$ cat config.mk
export PLATFORM = sky130hd
export DESIGN_NAME = sram_port_arbiter_flat
export DESIGN_NICKNAME = d
export VERILOG_FILES = /design/src/rtl/sram_port_arbiter_if.sv /design/src/rtl/sram_port_arbiter.sv /design/src/flat_wrapper.sv
export SDC_FILE = /design/constraint.sdc
export NUM_CORES = 1
export LEC_CHECK = 0
export BUFFER_PORTS_ARGS = -buffer_cell sky130_fd_sc_hd__buf_2
export CAP_MARGIN = 30
export CORE_MARGIN = 5
export CORE_UTILIZATION = 42
export CTS_CLUSTER_DIAMETER = 30
export DETAILED_ROUTE_END_ITERATION = 8
export GPL_ROUTABILITY_DRIVEN = 0
export PLACE_DENSITY = 0.77
export SYNTH_ARGS = -nofsm -noshare
export SYNTH_HDL_FRONTEND = slang
export SYNTH_SLANG_ARGS = --single-unit
$ cat constraint.sdc
create_clock -name Clk -period 1.8 [get_ports Clk]
set_input_delay 0.36 -clock Clk [delete_from_list [all_inputs] [get_ports Clk]]
set_output_delay 0.36 -clock Clk [all_outputs]
set_load 0.02 [all_outputs]
$ cat src/rtl/sram_port_arbiter_if.sv
// Bus bundle between the SRAM port arbiter and its requesters/SRAM pads.
// slave = arbiter side, master = requesters and SRAM pad side.
interface sram_port_arbiter_if #(
   parameter int ADDR_W = 20,
   parameter int DATA_W = 16
);
   logic              vga_req;
   logic [ADDR_W-1:0] vga_addr;
   logic              vga_ack;
   logic              clr_req;
   logic [ADDR_W-1:0] clr_addr;
   logic [DATA_W-1:0] clr_wdata;
   logic              clr_ack;
   logic              stp_req;
   logic              stp_we;
   logic [ADDR_W-1:0] stp_addr;
   logic [DATA_W-1:0] stp_wdata;
   logic              stp_ack;
   logic [DATA_W-1:0] rdata;
   logic [DATA_W-1:0] Data_from_SRAM;
   logic [DATA_W-1:0] Data_to_SRAM;
   logic              dq_oe;
   logic [ADDR_W-1:0] SRAM_ADDRESS;
   logic              SRAM_WE_N;
   logic              SRAM_OE_N;
   logic              busy;

   modport slave (
      input  vga_req, vga_addr,
      input  clr_req, clr_addr, clr_wdata,
      input  stp_req, stp_we, stp_addr, stp_wdata,
      input  Data_from_SRAM,
      output vga_ack, clr_ack, stp_ack, rdata,
      output Data_to_SRAM, dq_oe, SRAM_ADDRESS,
      output SRAM_WE_N, SRAM_OE_N, busy
   );

   modport master (
      output vga_req, vga_addr,
      output clr_req, clr_addr, clr_wdata,
      output stp_req, stp_we, stp_addr, stp_wdata,
      output Data_from_SRAM,
      input  vga_ack, clr_ack, stp_ack, rdata,
      input  Data_to_SRAM, dq_oe, SRAM_ADDRESS,
      input  SRAM_WE_N, SRAM_OE_N, busy
   );
endinterface

$ cat src/rtl/sram_port_arbiter.sv
// Shares one SRAM port between VGA, clear and step engines.
// Define SRAM_ARB_ROUND_ROBIN_EN to alternate clear/step fairly.
module sram_port_arbiter #(
   parameter int ADDR_W        = 20,
   parameter int DATA_W        = 16,
   parameter int STROBE_CYCLES = 2
) (
   input logic               Clk,
   input logic               Reset,
   sram_port_arbiter_if.slave bus
);

   typedef enum logic [1:0] {
      IDLE, SETUP, STROBE, RECOVER
   } state_t;

   typedef enum logic [1:0] {
      OWN_VGA, OWN_CLR, OWN_STP
   } owner_t;

   localparam logic [3:0] CNT_LOAD =
      4'(STROBE_CYCLES - 1);

   state_t            state_q, state_d;
   owner_t            own_q, own_d;
   logic [3:0]        cnt_q, cnt_d;
   logic              we_q, we_d;
   logic [ADDR_W-1:0] addr_q, addr_d;
   logic [DATA_W-1:0] wd_q, wd_d;
   logic [DATA_W-1:0] rd_q, rd_d;
   logic              dq_q, dq_d;
   logic              we_n_q, we_n_d;
   logic              oe_n_q, oe_n_d;
   logic              busy_q, busy_d;
   logic [2:0]        ack_q, ack_d;
   logic              gnt_vga, gnt_clr, gnt_stp;

`ifdef SRAM_ARB_ROUND_ROBIN_EN
   // ptr 0 favours clear, 1 favours step
   logic ptr_q, ptr_d;

   // Pick the winner; clear/step ties go by pointer
   always_comb begin
      gnt_vga = bus.vga_req;
      gnt_clr = !bus.vga_req && bus.clr_req &&
                (!bus.stp_req || !ptr_q);
      gnt_stp = !bus.vga_req && bus.stp_req &&
                (!bus.clr_req || ptr_q);
      ptr_d   = ptr_q;
      if (state_q == IDLE) begin
         if (gnt_clr) ptr_d = 1'b1;
         if (gnt_stp) ptr_d = 1'b0;
      end
   end

   // Fairness pointer register
   always_ff @(posedge Clk or negedge Reset) begin
      if (!Reset) ptr_q <= 1'b0;
      else        ptr_q <= ptr_d;
   end
`else
   // Pick the winner by fixed priority
   always_comb begin
      gnt_vga = bus.vga_req;
      gnt_clr = !bus.vga_req && bus.clr_req;
      gnt_stp = !bus.vga_req && !bus.clr_req &&
                bus.stp_req;
   end
`endif

   // Next state and next registered outputs
   always_comb begin
      state_d = state_q;
      own_d   = own_q;
      cnt_d   = cnt_q;
      we_d    = we_q;
      addr_d  = addr_q;
      wd_d    = wd_q;
      rd_d    = rd_q;
      dq_d    = dq_q;
      we_n_d  = 1'b1;
      oe_n_d  = 1'b1;
      busy_d  = busy_q;
      ack_d   = 3'b000;
      unique case (state_q)
         IDLE: begin
            unique case (1'b1)
               gnt_vga: begin
                  own_d  = OWN_VGA;
                  we_d   = 1'b0;
                  addr_d = bus.vga_addr;
               end
               gnt_clr: begin
                  own_d  = OWN_CLR;
                  we_d   = 1'b1;
                  addr_d = bus.clr_addr;
                  wd_d   = bus.clr_wdata;
               end
               gnt_stp: begin
                  own_d  = OWN_STP;
                  we_d   = bus.stp_we;
                  addr_d = bus.stp_addr;
                  wd_d   = bus.stp_wdata;
               end
               default: ;
            endcase
            if (gnt_vga || gnt_clr || gnt_stp) begin
               state_d = SETUP;
               busy_d  = 1'b1;
               dq_d    = we_d;
            end
         end
         SETUP: begin
            state_d = STROBE;
            cnt_d   = CNT_LOAD;
            we_n_d  = !we_q;
            oe_n_d  = we_q;
         end
         STROBE: begin
            if (cnt_q == 4'd0) begin
               state_d = RECOVER;
               if (!we_q) rd_d = bus.Data_from_SRAM;
               ack_d[own_q] = 1'b1;
            end else begin
               cnt_d  = cnt_q - 4'd1;
               we_n_d = !we_q;
               oe_n_d = we_q;
            end
         end
         RECOVER: begin
            state_d = IDLE;
            dq_d    = 1'b0;
            busy_d  = 1'b0;
         end
         default: state_d = IDLE;
      endcase
   end

   // State and output registers
   always_ff @(posedge Clk or negedge Reset) begin
      if (!Reset) begin
         state_q <= IDLE;
         own_q   <= OWN_VGA;
         cnt_q   <= 4'd0;
         we_q    <= 1'b0;
         addr_q  <= '0;
         wd_q    <= '0;
         rd_q    <= '0;
         dq_q    <= 1'b0;
         we_n_q  <= 1'b1;
         oe_n_q  <= 1'b1;
         busy_q  <= 1'b0;
         ack_q   <= 3'b000;
      end else begin
         state_q <= state_d;
         own_q   <= own_d;
         cnt_q   <= cnt_d;
         we_q    <= we_d;
         addr_q  <= addr_d;
         wd_q    <= wd_d;
         rd_q    <= rd_d;
         dq_q    <= dq_d;
         we_n_q  <= we_n_d;
         oe_n_q  <= oe_n_d;
         busy_q  <= busy_d;
         ack_q   <= ack_d;
      end
   end

   assign bus.SRAM_ADDRESS = addr_q;
   assign bus.Data_to_SRAM = wd_q;
   assign bus.dq_oe        = dq_q;
   assign bus.SRAM_WE_N    = we_n_q;
   assign bus.SRAM_OE_N    = oe_n_q;
   assign bus.busy         = busy_q;
   assign bus.rdata        = rd_q;
   assign bus.vga_ack      = ack_q[OWN_VGA];
   assign bus.clr_ack      = ack_q[OWN_CLR];
   assign bus.stp_ack      = ack_q[OWN_STP];

endmodule

$ cat src/flat_wrapper.sv
// flat-port wrapper written by rule: the top's interface ports become plain ports
module sram_port_arbiter_flat 
#(
   parameter int ADDR_W        = 20,
   parameter int DATA_W        = 16,
   parameter int STROBE_CYCLES = 2
)
  (Clk, Reset, bus_vga_req, bus_vga_addr, bus_clr_req, bus_clr_addr, bus_clr_wdata, bus_stp_req, bus_stp_we, bus_stp_addr, bus_stp_wdata, bus_Data_from_SRAM, bus_vga_ack, bus_clr_ack, bus_stp_ack, bus_rdata, bus_Data_to_SRAM, bus_dq_oe, bus_SRAM_ADDRESS, bus_SRAM_WE_N, bus_SRAM_OE_N, bus_busy);
  sram_port_arbiter_if #(.ADDR_W(ADDR_W), .DATA_W(DATA_W)) bus_i ();
  input logic Clk;
  input logic Reset;
  input wire logic [$bits(bus_i.vga_req)-1:0] bus_vga_req;
  input wire logic [$bits(bus_i.vga_addr)-1:0] bus_vga_addr;
  input wire logic [$bits(bus_i.clr_req)-1:0] bus_clr_req;
  input wire logic [$bits(bus_i.clr_addr)-1:0] bus_clr_addr;
  input wire logic [$bits(bus_i.clr_wdata)-1:0] bus_clr_wdata;
  input wire logic [$bits(bus_i.stp_req)-1:0] bus_stp_req;
  input wire logic [$bits(bus_i.stp_we)-1:0] bus_stp_we;
  input wire logic [$bits(bus_i.stp_addr)-1:0] bus_stp_addr;
  input wire logic [$bits(bus_i.stp_wdata)-1:0] bus_stp_wdata;
  input wire logic [$bits(bus_i.Data_from_SRAM)-1:0] bus_Data_from_SRAM;
  output wire logic [$bits(bus_i.vga_ack)-1:0] bus_vga_ack;
  output wire logic [$bits(bus_i.clr_ack)-1:0] bus_clr_ack;
  output wire logic [$bits(bus_i.stp_ack)-1:0] bus_stp_ack;
  output wire logic [$bits(bus_i.rdata)-1:0] bus_rdata;
  output wire logic [$bits(bus_i.Data_to_SRAM)-1:0] bus_Data_to_SRAM;
  output wire logic [$bits(bus_i.dq_oe)-1:0] bus_dq_oe;
  output wire logic [$bits(bus_i.SRAM_ADDRESS)-1:0] bus_SRAM_ADDRESS;
  output wire logic [$bits(bus_i.SRAM_WE_N)-1:0] bus_SRAM_WE_N;
  output wire logic [$bits(bus_i.SRAM_OE_N)-1:0] bus_SRAM_OE_N;
  output wire logic [$bits(bus_i.busy)-1:0] bus_busy;
  assign bus_i.vga_req = bus_vga_req;
  assign bus_i.vga_addr = bus_vga_addr;
  assign bus_i.clr_req = bus_clr_req;
  assign bus_i.clr_addr = bus_clr_addr;
  assign bus_i.clr_wdata = bus_clr_wdata;
  assign bus_i.stp_req = bus_stp_req;
  assign bus_i.stp_we = bus_stp_we;
  assign bus_i.stp_addr = bus_stp_addr;
  assign bus_i.stp_wdata = bus_stp_wdata;
  assign bus_i.Data_from_SRAM = bus_Data_from_SRAM;
  assign bus_vga_ack = bus_i.vga_ack;
  assign bus_clr_ack = bus_i.clr_ack;
  assign bus_stp_ack = bus_i.stp_ack;
  assign bus_rdata = bus_i.rdata;
  assign bus_Data_to_SRAM = bus_i.Data_to_SRAM;
  assign bus_dq_oe = bus_i.dq_oe;
  assign bus_SRAM_ADDRESS = bus_i.SRAM_ADDRESS;
  assign bus_SRAM_WE_N = bus_i.SRAM_WE_N;
  assign bus_SRAM_OE_N = bus_i.SRAM_OE_N;
  assign bus_busy = bus_i.busy;
  sram_port_arbiter #(.ADDR_W(ADDR_W), .DATA_W(DATA_W), .STROBE_CYCLES(STROBE_CYCLES)) u_core (.Clk(Clk), .Reset(Reset), .bus(bus_i));
endmodule
* Word-level counts from Yosys, hierarchy flattened
Index checks and enable logic that the tools add are counted.
** Word-level totals
- Register bits :: 68
- Input bits :: 114
** Operators by class
- Add/sub/neg operators :: 1
- Order comparisons :: 2
- Equal/unequal tests :: 6
- Multiplexer cells :: 21
- Bitwise gates (word level) :: 1
- Reduce and logical (&&, ||, !) cells :: 21
** Operators by type and width (number)
- $pmux 20 s3 :: 1
- $pmux 16 s2 :: 1
- $reduce_and 2->1 :: 5
- $pmux 1 s2 :: 4
- $pmux 2 s4 :: 1
- $pmux 4 s2 :: 1
- $mux 3 :: 2
- $pmux 2 s3 :: 1
- $reduce_bool 2->1 :: 3
- $mux 1 :: 5
- $eq 2x2->1 const B :: 2
- $logic_and 1x1->1 :: 4
- $logic_not 4->1 :: 1
- $mux 2 :: 2
- $mux 4 :: 1
- $ne 2x1->1 const B :: 2
- $sub 4x1->4 const B :: 1
- $logic_not 1->1 :: 3
- $lt 2x3->1 const B :: 1
- $pmux 1 s3 :: 1
- $reduce_and 3->1 :: 1
- $reduce_bool 3->1 :: 1
- $demux 1 s2 :: 1
- $eq 2x1->1 const B :: 1
- other kinds (5) :: 6

* Depth between registers and ports, before layout
Gate-level depths: netlist of run 1.
- Depth in word-level cells :: 6
- Depth in mapped cells :: 8
- Gate-level depth less buffers :: 5

* Least setup slack after synthesis of run 1
No wires, ideal clock.
- Kind :: reg2reg
- Start point :: register u_core.state_q[0]
- End point :: register u_core.rd_q[0], in the netlist u_core.bus.rdata[0]
- Library setup time :: 0.125 ns
- Data arrival time :: 1.725 ns
- Required time :: 1.675 ns
- Path slack :: -0.049 ns
- Cell stages (with the launch flop) :: 9
- Clock period less this slack :: 1.849 ns
- Cell sequence :: dfrtp_1 inv_1 ha_1 buf_2 nand4bb_1 clkbuf_2 nor2_4 buf_4 mux2_2
** Between the ends
- Cells in the longest elaborated chain, start to end :: 2
** Ends and longest elaborated chain
- start: declaration :: line sram_port_arbiter.sv:24 : state_t state_q, state_d;
- start signal: assignment :: line sram_port_arbiter.sv:155 : state_q <= state_d;
- $eq 2x2->1 :: line sram_port_arbiter.sv:85 : unique case (state_q)
- $reduce_and 3->1 (no line)
- end signal: assignment :: line sram_port_arbiter.sv:161 : rd_q <= rd_d;
- end: declaration :: line sram_port_arbiter.sv:30 : logic [DATA_W-1:0] rd_q, rd_d;
Every way passes these cells.
A chain may end at the register's enable or synchronous reset.

* Final worst setup path of run 1
- Start point :: register u_core.cnt_q[1]
- End point :: register u_core.state_q[1]
** Between the ends
- Cells in the longest elaborated chain, start to end :: 3
** Ends and longest elaborated chain
- start: declaration :: line sram_port_arbiter.sv:26 : logic [3:0] cnt_q, cnt_d;
- start signal: assignment :: line sram_port_arbiter.sv:157 : cnt_q <= cnt_d;
- $logic_not 4->1 :: line sram_port_arbiter.sv:120 : if (cnt_q == 4'd0) begin
- $ne 2x1->1 (no line)
- $reduce_and 2->1 (no line)
Every way passes these cells.

==> results of run 1 <==
report_power, final:
part	internal (mW)	switching (mW)	total, mW
Clock	0.644	0.603	1.25
Combinational	1.65	2.12	3.77
Sequential	2.29	0.439	2.73
path summary, 6_finish.rpt:
| check | from | to | slack, ps | cells past startpoint |
|---|---|---|---|---|
| min reg2reg | u_core.bus.rdata[6] | u_core.bus.rdata[6] | 490 | 1 |
| min | Reset | u_core.bus.rdata[10] | 30 | 2 |
| max in group asynchronous | Reset | u_core.bus.SRAM_OE_N | 1440 | 2 |
| min in group Clk | bus_Data_from_SRAM[6] | u_core.bus.rdata[6] | 240 | 2 |
| max reg2reg | u_core.cnt_q[1] | u_core.state_q[1] | 70 | 5 |
| max | u_core.cnt_q[1] | u_core.state_q[1] | 70 | 5 |
area by class of cell:
type,count,area [sq um]
flip-flops and latches,68,1700
clock inverters,7,72.6
fillers,721,3380
repair buffers,194,1090
inverters,6,22.5
multi-input cells,217,1650
well taps,105,131
clock buffers,9,124
placed cells by master (no fill, tap or decap), drive strengths merged, types with 3 or more instances in the layout:
master,synthesis,final
a21o,18,18
a21oi,39,39
a22oi,3,3
buf,12,194
clkbuf,12,9
dfrtp,66,66
ha,7,7
inv,6,8
mux2,49,49
nand2,25,25
nand3b,18,18
nor2,23,23
nor3b,3,3
o21ai,8,8
kinds of logic after synthesis:
group,count (synthesis),synth area share (%)
AOI/OAI and AO/OA,82,14.6
and+or+nand+nor,78,11.9
DFF,68,48.8
muxes,49,17.3
buffers and inverters,30,4.62
adders and majority gates,7,2.51
xor gates and xnor gates,1,0.251
timing repair:
| action | CTS | global route |
|---|---|---|
| hold endpoints to repair | 0 | 0 |
| hold buffers | 0 | 0 |
| endpoints found under the setup margin | 0 | 1 |
| gates resized for setup | 0 | 1 |
| setup buffers | 0 | 2 |
through the flow:
stage          setup WS [ps]  hold slack (ps)  utilization [%]
2_1_floorplan           5.65             64.4                -
3_3_place_gp            78.3              407             56.0
3_5_place_dp            33.1              412             56.0
4_1_cts                 5.36             38.0             58.4
5_1_grt                 6.23             51.8             58.6
6_report                72.3             32.6             58.6
sequential cells by signal (all words and copies together), names as in the netlist, 2 cells and up:
register / count
u_core.bus.SRAM_ADDRESS: 20
u_core.bus.Data_to_SRAM: 16
u_core.bus.rdata: 16
u_core.cnt_q: 4
u_core.ack_q: 3
u_core.own_q: 2
u_core.state_q: 2
metal layers:
| layer | share of wire (%) | global-route usage [%] | wire (um) | vias up |
|---|---|---|---|---|
| li1 | - | - | - | 1474 |
| met1 | 40 | 22.3 | 3740 | 1457 |
| met2 | 50 | 31.4 | 4760 | 110 |
| met3 | 8.4 | 5.10 | 788 | 12 |
| met4 | 1.5 | 6.03 | 141 | 0 |
| met5 | 0 | 0 | 0 | - |
==> impl_metrics.json, run 1 <==
{
  "status": "complete, no violations",
  "io_buffers": 172,
  "synth_common_cells": "66 x dfrtp_1, 39 x a21oi_1, 34 x mux2_2, 25 x nand2_1, 21 x nor2_1",
  "synth_ff_type": "dfrtp_1",
  "ir_worst_vdd_mv": 0.891,
  "viasPerCell": 5.04,
  "dr.pass1.iters": 4,
  "ys_ff_latch": 68,
  "cp_num_buf_inv": 1,
  "routedWlPerCell_um": 15.6,
  "synth.most_common_cell": "dfrtp_1",
  "fin_crit_sh_pct": 96.0,
  "drv_cap": 0,
  "grt_pass1_vias": 3162,
  "fmax_ghz": 0.579,
  "total_power_mw": 7.75,
  "syn_inst": 315,
  "cts_sinks": 68,
  "ant_nets": 0,
  "setup_violations": 0,
  "die_w_um": 101,
  "crit_chain": "inv_1, ha_1, or3b_2, a21oi_2, mux2_2",
  "ys_seq_area_share_pct": 48.8,
  "numCtsBuffers": 9,
  "syn_avg_cell_area_sq_um": 11.1,
  "grt_pass1_wl_um": 15000,
  "syn_area_sq_um": 3490,
  "die_y_um": 101,
  "setup.worst_path.class": "reg -> reg",
  "dp_hpwl_um": 7320,
  "clock_tree.root_cell": "clkbuf_8",
  "synth_cell_types": 40,
  "drive_gt1_share_pct": 53.5,
  "slowest_delay_ps": 480,
  "fin_skew_ps": 17.0,
  "timing.final.crit_period_ps": 1730,
  "cp_max_fo": 3,
  "synth_area_leaders": "dfrtp_1 47%, mux2_2 11%, mux2_4 6.0%",
  "insertion_delay_ps": 340,
  "drt_iter0_markers": 102,
  "ios": 173,
  "rsz0062_at_grt": "false",
  "n_antenna_cell": 0,
  "crit_family": "simple AND/OR/NAND/NOR gates",
  "setup_tns_ps": 0,
  "syn_to_final_growth_pct": 37.2,
  "worst_slew_pin_slew_ps": 364,
  "leakage_nw": 2.34,
  "yosysTopAreaCell": "dfrtp_1",
  "synthArstFlopShare_pct": 100,
  "critical-path-slowest-cell": "or3b_2",
  "grt_max_degree": 69,
  "p_per_area_nw_per_um2": 1620,
  "fin_area_sq_um": 4790,
  "floorplan.initialDensity_pct": 42.7,
  "grt_use_total_pct": 18.3,
  "antenna_found_initial": 0,
  "drc": 0,
  "min_path_type": "in -> async",
  "place_area_sq_um": 4580,
  "cts_max_level": 3,
  "drv_slew": 0,
  "stdcell_count": 606,
  "wl_um": 9430,
  "die_area_sq_um": 10200,
  "worstSetupStartpointType": "flop",
  "clk_path_buf_depth": 2,
  "synth_edf_count": 0,
  "fin_nets": 617,
  "synth.net_count": 436,
  "worstPathRequired_ps": 2020,
  "end_kind": "flop",
  "worstPathArrival_ps": 1950,
  "ys.warnings.count": 0,
  "path_clk_slew_ps": 80,
  "hold_violations": 0,
  "slew_headroom_pct": 75.7,
  "routed-via-count": 3053,
  "core.rowCount": 33,
  "cts_tree": "yes",
  "synth_top_area_share_pct": 47.3,
  "design.core.area_sq_um": 8180,
  "gr-total-overflow": 0,
  "dp_cells": 588
}
(Power assumes the default switching activity.)
==> run 2, diff against run 1 <==
--- a/config.mk
+++ b/config.mk
@@ -5,14 +5,14 @@
 export SDC_FILE = /design/constraint.sdc
 export NUM_CORES = 1
 export LEC_CHECK = 0
-export BUFFER_PORTS_ARGS = -buffer_cell sky130_fd_sc_hd__buf_2
 export CAP_MARGIN = 30
 export CORE_MARGIN = 5
-export CORE_UTILIZATION = 42
+export CORE_UTILIZATION = 57
 export CTS_CLUSTER_DIAMETER = 30
 export DETAILED_ROUTE_END_ITERATION = 8
+export DONT_BUFFER_PORTS = 1
 export GPL_ROUTABILITY_DRIVEN = 0
-export PLACE_DENSITY = 0.77
+export PLACE_DENSITY = 0.75
 export SYNTH_ARGS = -nofsm -noshare
 export SYNTH_HDL_FRONTEND = slang
 export SYNTH_SLANG_ARGS = --single-unit
==> run 2 against run 1 <==
Against the previous run: via count down 22%; critical path depth unchanged; largest cell class unchanged; combinational power down 46%; the flow now finishes with violations (hold timing); routed wire length down 13%; global-route usage up 2.9 points.
==> impl_metrics.json, run 2 (synthesized netlist as in run 1, its figures left out) <==
{
  "status": "complete, but fails checks",
  "violations": "hold timing",
  "syn_to_final_growth_pct": 9.71,
  "drt_iter0_markers": 75,
  "timing.hold.ws_ps": -287,
  "dr.pass1.iters": 4,
  "largest_reg_flops": 20,
  "hold_violations": 68,
  "routed-via-count": 2395,
  "slew_headroom_pct": 73.9,
  "die_y_um": 88.3,
  "cts_max_level": 3,
  "grt_max_degree": 69,
  "viasPerCell": 6.02,
  "ir_worst_vdd_mv": 0.956,
  "io_buffers": 0,
  "drv_cap": 0,
  "grt_pass1_wl_um": 12700,
  "top_layer_used": "met4",
  "design.core.area_sq_um": 5960,
  "drive_gt1_share_pct": 27.9,
  "routedWlPerCell_um": 20.7,
  "cp_num_buf_inv": 1,
  "fin_nets": 439,
  "grt_pass1_vias": 2530,
  "worst_slew_pin_slew_ps": 391,
  "core.rowCount": 28,
  "ios": 173,
  "antenna_found_initial": 0,
  "numCtsBuffers": 9,
  "floorplan.initialDensity_pct": 58.7,
  "grt_use_total_pct": 21.3,
  "dp_hpwl_um": 6130,
  "crit_chain": "inv_1, ha_2, or3b_4, a21oi_4, mux2_2",
  "cts_sinks": 68,
  "mostFrequentLayoutCells": "66 x dfrtp_1, 38 x a21oi_1, 34 x mux2_2",
  "post-cts-setup-buffer-count": 0,
  "cp_max_fo": 4,
  "drv_slew": 0,
  "timing.final.crit_period_ps": 1710,
  "layout_commonest_cell": "dfrtp_1",
  "cts_tree": "yes",
  "stdcell_count": 398,
  "setup_violations": 0,
  "leakage_nw": 1.62,
  "worstPathArrival_ps": 1930,
  "fillCellCount": 468,
  "worstPathRequired_ps": 2020,
  "insertion_delay_ps": 340,
  "total_power_mw": 6.97,
  "m1WireLength_um": 3120,
  "ant_nets": 0,
  "path_clk_slew_ps": 70,
  "met2_length_um": 4270,
  "wl_um": 8220,
  "die_w_um": 88.3,
  "rsz0062_at_grt": "false",
  "slowest_delay_ps": 410,
  "fin_skew_ps": 10.2,
  "clock_tree.root_cell": "clkbuf_8",
  "die_area_sq_um": 7790,
  "drc": 0,
  "fin_crit_sh_pct": 95.2,
  "p_per_area_nw_per_um2": 1820,
  "end_kind": "flop",
  "fmax_ghz": 0.583,
  "gr-total-overflow": 0,
  "met3_length_um": 757,
  "min_path_type": "in -> async",
  "clk_path_buf_depth": 2,
  "n_antenna_cell": 0,
  "crit_family": "simple AND/OR/NAND/NOR gates",
  "critical-path-slowest-cell": "or3b_4",
  "dp_cells": 382,
  "worstSetupStartpointType": "flop",
  "setup.worst_path.class": "reg -> reg",
  "setup_tns_ps": 0
}
==> run 2: final cells by class <==
class                      instances  area (sq um)  share of cell area (%)
sequential                        68          1700                    44.5
multi-input combinational        217          1660                    43.4
timing repair buffer              16           158                    4.11
clock buffer                      10           128                    3.33
tap                               75          93.8                    2.45
clock inverter                     6          63.8                    1.67
inverter                           6          22.5                   0.588
==> run 2: stage by stage <==
| stage | util, % | setup WS, ps | area, sq um |
|---|---|---|---|
| 6_report | 64.3 | 85.7 | 3830 |
| 5_1_grt | 64.3 | 4.70 | 3830 |
| 4_1_cts | 64.2 | 103 | 3820 |
| 3_5_place_dp | 60.9 | -26.7 | 3620 |
| 3_3_place_gp | 60.9 | 49.2 | 3620 |
| 2_1_floorplan | - | 5.65 | 3500 |
==> run 2: power by group <==
part	leakage, nW	internal, mW	switching (mW)
sequential	0.810	2.29	1.39
combinational	0.717	1.12	0.933
clock	0.0927	0.640	0.589
==> run 2: path summary, 6_finish.rpt <==
kind | endpoint | slack, ps | depth (start not counted) | start
max in group asynchronous | u_core.bus.SRAM_OE_N | 1900 | 0 | Reset
min in group Clk | u_core.own_q[0] | 100 | 1 | bus_vga_req
hold / removal | u_core.bus.rdata[11] | -290 | 0 | Reset
hold reg to reg | u_core.ack_q[1] | 490 | 1 | u_core.own_q[1]
setup / recovery | u_core.state_q[1] | 90 | 5 | u_core.cnt_q[1]
setup reg to reg | u_core.state_q[1] | 90 | 5 | u_core.cnt_q[1]
==> run 2: metal layers <==
metal / vias up / GRT usage (%)
met5: - / 0
met4: 0 / 8.24
met3: 9 / 5.68
met2: 101 / 34.5
met1: 1167 / 27.3
li1: 1118 / -
==> run 2: timing repair <==
action | 4_1_cts | 5_1_grt
hold endpoints to repair | 68 | 68
pin swaps | 0 | 0
setup endpoints to repair | 1 | 1
resized for setup | 2 | 2
